File: src/rtl/rw_bus_interface.sv
// 8254 read/write logic and data-bus buffer: decodes CPU bus cycles into per-counter
// control-word and initial-count updates, and serves latched count/status back to the CPU.
module rw_bus_interface #(
    parameter int NUM_CNT = 3
) (
    input  logic                   clk,
    input  logic                   reset,
    input  logic                   cs_n,
    input  logic                   rd_n,
    input  logic                   wr_n,
    input  logic [1:0]             addr,
    input  logic [7:0]             data_in,
    output logic [7:0]             data_out,
    output logic                   data_oe,
    output logic [8*NUM_CNT-1:0]   control_word,
    output logic [NUM_CNT-1:0]     cw_write,
    output logic [16*NUM_CNT-1:0]  initial_count,
    output logic [NUM_CNT-1:0]     load_new_count,
    input  logic [16*NUM_CNT-1:0]  current_count,
    input  logic [8*NUM_CNT-1:0]   status_byte
);

    logic [NUM_CNT-1:0][7:0]  cw_q, cw_d, sl_q, sl_d, sts;
    logic [NUM_CNT-1:0][15:0] ic_q, ic_d, cl_q, cl_d, cur;
    logic [NUM_CNT-1:0]       wptr_q, wptr_d, rptr_q, rptr_d;
    logic [NUM_CNT-1:0]       cfull_q, cfull_d, sfull_q, sfull_d;
    logic [NUM_CNT-1:0]       cww_q, cww_d, ld_q, ld_d;
    logic                     wr_q, rd_q, wblk_q, rblk_q;
    logic                     wr_ev, rd_done;
    logic [1:0]               sc;

    assign cur            = current_count;
    assign sts            = status_byte;
    assign control_word   = cw_q;
    assign initial_count  = ic_q;
    assign cw_write       = cww_q;
    assign load_new_count = ld_q;
    assign sc             = data_in[7:6];

    // A strobe held low across reset stays blocked until it has been seen high again.
    // A read ending together with a write strobe was a collision, not a read.
    assign wr_ev   = wr_q & ~wr_n & ~cs_n & rd_n & ~wblk_q;
    assign rd_done = ~rd_q & rd_n & ~cs_n & wr_q & ~rblk_q;

    function automatic logic [7:0] pick(input logic [1:0] rw, input logic ptr, input logic [15:0] v);
        pick = (rw == 2'b10 || (rw == 2'b11 && ptr)) ? v[15:8] : v[7:0];
    endfunction

    always_comb begin
        data_out = 8'h00;
        data_oe  = 1'b0;
        if (!cs_n && !rd_n && wr_n && addr != 2'd3) begin
            data_oe = 1'b1;
            if (sfull_q[addr])
                data_out = sl_q[addr];
            else if (cfull_q[addr])
                data_out = pick(cw_q[addr][5:4], rptr_q[addr], cl_q[addr]);
            else
                data_out = pick(cw_q[addr][5:4], rptr_q[addr], cur[addr]);
        end
    end

    always_comb begin
        cw_d    = cw_q;
        ic_d    = ic_q;
        cl_d    = cl_q;
        sl_d    = sl_q;
        wptr_d  = wptr_q;
        rptr_d  = rptr_q;
        cfull_d = cfull_q;
        sfull_d = sfull_q;
        cww_d   = '0;
        ld_d    = '0;

        if (rd_done && addr != 2'd3) begin
            if (sfull_q[addr]) begin
                sfull_d[addr] = 1'b0;
            end else if (cw_q[addr][5:4] == 2'b11) begin
                rptr_d[addr] = ~rptr_q[addr];
                if (rptr_q[addr])
                    cfull_d[addr] = 1'b0;
            end else begin
                cfull_d[addr] = 1'b0;
            end
        end

        if (wr_ev) begin
            if (addr == 2'd3) begin
                if (sc == 2'b11) begin
                    for (int i = 0; i < NUM_CNT; i++) begin
                        if (data_in[i+1]) begin
                            if (!data_in[5] && !cfull_q[i]) begin
                                cfull_d[i] = 1'b1;
                                cl_d[i]    = cur[i];
                            end
                            if (!data_in[4] && !sfull_q[i]) begin
                                sfull_d[i] = 1'b1;
                                sl_d[i]    = sts[i];
                            end
                        end
                    end
                end else if (data_in[5:4] == 2'b00) begin
                    if (!cfull_q[sc]) begin
                        cfull_d[sc] = 1'b1;
                        cl_d[sc]    = cur[sc];
                    end
                end else begin
                    cw_d[sc]    = data_in;
                    cww_d[sc]   = 1'b1;
                    wptr_d[sc]  = 1'b0;
                    rptr_d[sc]  = 1'b0;
                    cfull_d[sc] = 1'b0;
                    sfull_d[sc] = 1'b0;
                end
            end else begin
                case (cw_q[addr][5:4])
                    2'b01: begin
                        ic_d[addr] = {8'h00, data_in};
                        ld_d[addr] = 1'b1;
                    end
                    2'b10: begin
                        ic_d[addr] = {data_in, 8'h00};
                        ld_d[addr] = 1'b1;
                    end
                    2'b11: begin
                        if (!wptr_q[addr]) begin
                            ic_d[addr][7:0] = data_in;
                            wptr_d[addr]    = 1'b1;
                        end else begin
                            ic_d[addr][15:8] = data_in;
                            ld_d[addr]       = 1'b1;
                            wptr_d[addr]     = 1'b0;
                        end
                    end
                    default: ;
                endcase
            end
        end
    end

    always_ff @(posedge clk) begin
        if (reset) begin
            cw_q    <= '0;
            ic_q    <= '0;
            cl_q    <= '0;
            sl_q    <= '0;
            wptr_q  <= '0;
            rptr_q  <= '0;
            cfull_q <= '0;
            sfull_q <= '0;
            cww_q   <= '0;
            ld_q    <= '0;
            wr_q    <= 1'b1;
            rd_q    <= 1'b1;
            wblk_q  <= 1'b1;
            rblk_q  <= 1'b1;
        end else begin
            cw_q    <= cw_d;
            ic_q    <= ic_d;
            cl_q    <= cl_d;
            sl_q    <= sl_d;
            wptr_q  <= wptr_d;
            rptr_q  <= rptr_d;
            cfull_q <= cfull_d;
            sfull_q <= sfull_d;
            cww_q   <= cww_d;
            ld_q    <= ld_d;
            wr_q    <= wr_n;
            rd_q    <= rd_n;
            wblk_q  <= wblk_q & ~wr_n;
            rblk_q  <= rblk_q & ~rd_n;
        end
    end

endmodule

File: config.mk
export PLATFORM = sky130hd
export DESIGN_NAME = rw_bus_interface
export DESIGN_NICKNAME = d
export VERILOG_FILES = /design/src/rtl/rw_bus_interface.sv
export SDC_FILE = /design/constraint.sdc
export NUM_CORES = 1
export LEC_CHECK = 0
export BUFFER_PORTS_ARGS = -buffer_cell sky130_fd_sc_hd__clkbuf_2
export CAP_MARGIN = 15
export CORE_ASPECT_RATIO = 0.75
export CORE_MARGIN = 5
export CORE_UTILIZATION = 50
export DETAILED_ROUTE_END_ITERATION = 8
export HOLD_SLACK_MARGIN = 0.02
export MAX_ROUTING_LAYER = met4
export PLACE_DENSITY = 0.7
export SLEW_MARGIN = 15
export SYNTH_ARGS = -nofsm -noshare
export SYNTH_HDL_FRONTEND = slang
export SYNTH_SLANG_ARGS = --single-unit
File: constraint.sdc
create_clock -name clk -period 8.19 [get_ports clk]
set_input_delay 2.457 -clock clk [delete_from_list [all_inputs] [get_ports clk]]
set_output_delay 2.457 -clock clk [all_outputs]
set_load 0.01 [all_outputs]
# Word level (Yosys, flattened, before mapping)
# Cells that the tools add are included.
# classes
n_lt_le_gt_ge	4
eq_ne	15
mux	99
bitwise	32
reduce_logical	40
# op_table
cell	count
$bwmux 48	5
$mux 16	12
$mux 48	4
$pmux 48 s3	1
$demux 16 s2	4
$bmux 16 s2	3
$mux 3	28
$mux 8	8
$bmux 8 s2	2
$bwmux 24	1
$and 3x3->3	7
$mux 1	20
$reduce_and 6->1	3
$demux 8 s2	1
$reduce_and 5->1	3
$ne 2x2->1 const B	7
$logic_and 1x1->1	13
$not 1->1	11
$and 1x1->1	10
$bmux 1 s2	5
$logic_not 1->1	10
$eq 2x2->1 const B	4
$reduce_and 4->1	2
$lt 2x3->1 const B	2
other kinds (17)	24
# word_totals
regBits	166
in_bits	87
out_inout_bits	87
word_cells	212

# Depth between registers and ports, before layout
# logic_depth
word_depth	16
depth_mapped	15
mapped_depth_nobuf	10

# Least setup slack after synthesis
# Ideal clock, no wire load.
# synth_path
path_kind	input-to-output
startpoint	input port addr[1]
endpoint	output port data_out[6]
arrival_ns	5.202
required_time_ns	5.733
setup_slack_ns	0.531
path_stages	14
cell_sequence	buf_6 buf_2 buf_2 mux2i_1 o21a_1 inv_1 ha_1 clkbuf_1 and4b_1 a311oi_4 buf_8 mux2i_1 a221o_1 nor2_1
# synth_via
elab_chain_len	9
elab_cells_between_ends	25
classes_between	3 x eq/ne; 19 x mux; 3 x reduce/logical
# synth_rtl
element	line	source
start: declaration	11	input logic [1:0] addr,
$bmux 8 s2	57, 59	
$mux 6 (implied by the code)	57, 59	
$eq 2x2->1	46	pick = (rw == 2'b10 || (rw == 2'b11 && ptr)) ? v[15:8] : v[7:0];
$logic_and 1x1->1	46	
$logic_or 1x1->1	46	
$mux 8	46	
$mux 8	56	else if (cfull_q[addr])
$mux 8	54	if (sfull_q[addr])
$mux 8 (*)	52	if (!cs_n && !rd_n && wr_n && addr != 2'd3) begin
end: declaration	13	output logic [7:0] data_out,
# Mark *: on every way between the ends. The rest lies on a longest branch, timed or not. The select of a mux whose other input is x is not followed.

# Worst setup path after layout
# layout_path
startpoint	input port addr[0]
endpoint	output port data_out[0]
# Same word-level chain as after synthesis.

==> metrics.yaml <==
drv_cap: 0
startpoint: "addr[0]"
syn_inst: 1044
ir_drop_mv: 0.119
wirelength_um: 29300
slew_viol_final: 0
p_per_area_nw_per_um2: 166
slew_headroom_pct: 21.4
first_pass_iters: 5
use_met2_pct: 35.4
fin_ws_ns: 0.619
max_freq_mhz: 132
startpoint_type: "primary input"
synth_flop_cell: "dfxtp_1"
holdBufCountCts: 0
ys_ff_latch: 166
viasPerCell: 6.15
vias: 8727
grtUsageMet3_pct: 6.00
power.leakage_uw: 0.00418
die_h_um: 126
reg2reg_setup_slack_ns: 5.19
synth_most_common_cell: "dfxtp_1"
port_buffers: 173
min_path_type: "reg -> reg"
grt_pass1_wl_um: 45300
die_width_um: 165
timing.final.crit_share_pct: 92.4
fin_util_pct: 59.8
drcViolationCount: 0
fin_skew_ns: 0.0125
start_util_pct: 51.1
synth_top_area_share_pct: 36.8
rsz0062_at_grt: "false"
syn_nets: 1145
syn_avg_cell_area_um2: 8.66
clock_latency_ns: 0.43
yosys.area.top_type: "dfxtp_1"
reg2reg_depth: 10
cp-endpoint: "data_out[0]"
yosysSeqAreaShare_pct: 36.8
h-tree-depth: 4
setup_viol: 0
worstPathArrival_ns: 5.11
grt_max_degree: 92
synthDistinctLibCells: 67
grt_overflow_total: 0
outcome: "finished clean"
cts_setup_buffers: 0
numCtsBuffers: 17
core-area_um2: 17700
num_rows: 42
dieArea_um2: 20900
crit_path_end_kind: "output port"
syn_to_final_growth_pct: 17.0
synth_common_cells: "166 x dfxtp_1, 132 x nor2_1, 96 x mux2i_1, 67 x clkbuf_1, 57 x o21ai_0"
routedWlPerCell_um: 20.6
grt-busiest-layer: "met1"
worstMarginPinSlew_ns: 1.18
fin_nets: 1266
place_ws_ns: 0.689
min_period_ns: 7.57
grt_util_met1_pct: 45.1
path_clk_slew_ns: 0.06
clk_path_buf_depth: 2
dp_hpwl_um: 20800
antenna_left: 0
r2r-start: "control_word[5]"
grt_usage_pct: 28.3
crit_required_ns: 5.73
first_global_vias: 7910
finalSetupTns_ns: 0
synthArstFlopShare_pct: 0
ys_warn_count: 0
cts_resized: 0
synth_area_um2: 9040
antenna_cells: 0
final_layout_size_suffix_gt1_share_pct: 21.9
cts_tree: "done"
path_class: "in -> out"
place_congestion: 0.935
final-hold-violation-count: 0
clkSinkCount: 166
io_pins: 174
ys_top_cells_by_area: "dfxtp_1 37%, mux2i_1 11%, nor2_1 5.5%"
power.total_uw: 1750
root_buffer: "clkbuf_16"
first_iter_violations: 979
r2r_end: "initial_count[26]"
antenna_found_initial: 0
worstPathMaxFanout: 16
synth_edf_count: 0
cell type report:
class | instances | area, um^2
Fill cell | 1626 | 7130
Clock buffer | 20 | 457
Multi-Input combinational cell | 763 | 5300
Timing Repair Buffer | 192 | 1010
Clock inverter | 12 | 93.8
Sequential cell | 166 | 3320
Inverter | 25 | 93.8
Tap cell | 242 | 303
placed cells by master (no fill, tap or decap), types with 4 or more instances in the layout:
cell type,count
inv_1,23
and2_1,6
nand2b_1,29
nand3b_1,8
nand2_1,36
nor3b_1,6
a21oi_1,27
nand4_1,9
mux2i_1,96
a221oi_1,10
nand3_1,9
clkbuf_16,17
clkbuf_2,172
buf_4,20
o21a_1,4
ha_1,14
o31ai_1,4
a22o_1,32
o22ai_1,16
nor2b_1,30
or4_1,5
a21o_1,4
a211oi_1,50
o21ai_0,57
a32oi_1,7
a221o_1,6
dfxtp_1,166
o2bb2ai_1,33
nor2_1,132
nor3_1,11
or2_2,5
a22oi_1,53
mux2_2,10
a21boi_0,8
through the flow:
stage | hold slack, ns | cells | instance area (um^2)
after floorplan | 0.435 | 1044 | 9040
after global placement | 0.446 | 1388 | 10000
after detailed placement | 0.455 | 1388 | 10000
after CTS | 0.464 | 1420 | 10600
after global routing | 0.487 | 1420 | 10600
final | 0.465 | 1420 | 10600
where the power goes:
group	internal (uW)	leakage, uW	switching [uW]	total (uW)
logic	63.2	0.00257	123	186
clock network	409	0.000269	349	758
registers	809	0.00134	1.58	810
worst min path at each step:
stage | from | to | cells past startpoint
6_report | register | register | 2
5_1_grt | register | register | 2
4_1_cts | register | register | 2
3_5_place_dp | register | register | 2
3_3_place_gp | register | register | 2
2_1_floorplan | register | register | 2
registers in the layout, summed over array words and instances, names as in the netlist, named ones only:
| register | count |
|---|---|
| rd_q | 1 |
| cl_q | 48 |
| cw_write | 3 |
| rblk_q | 1 |
| control_word | 24 |
| load_new_count | 3 |
| sfull_q | 3 |
| wr_q | 1 |
| sl_q | 24 |
| rptr_q | 3 |
| cfull_q | 3 |
| wblk_q | 1 |
| initial_count | 48 |
cells by family (layout without fill, tap and decap cells):
family / Yosys count / count (layout) / synth area share [%]
AND/OR/NAND/NOR: 305 / 305 / 16.8
buffers and inverters: 115 / 249 / 5.18
multiplexers: 107 / 107 / 12.0
AO/OA/AOI/OAI: 337 / 337 / 27.3
flip-flops: 166 / 166 / 36.8
adder cells (fa/ha/maj): 14 / 14 / 1.94
layer usage:
metal	up-vias	wire length, um
li1	4124	-
met1	4136	14800
met2	433	11300
met3	34	2770
met4	0	412
met5	-	0
critical path: stages:
cell	delay (ns)
clkbuf_2	0.26
nor2b_4	0.22
nand2_1	0.07
o21a_1	0.15
inv_1	0.08
ha_1	0.21
and4b_1	0.21
a311oi_4	0.26
buf_4	0.32
mux2i_1	0.13
a22o_1	0.25
nor3_1	0.28
clkbuf_2	0.19
Note: power is estimated with default switching activity, not from simulation.
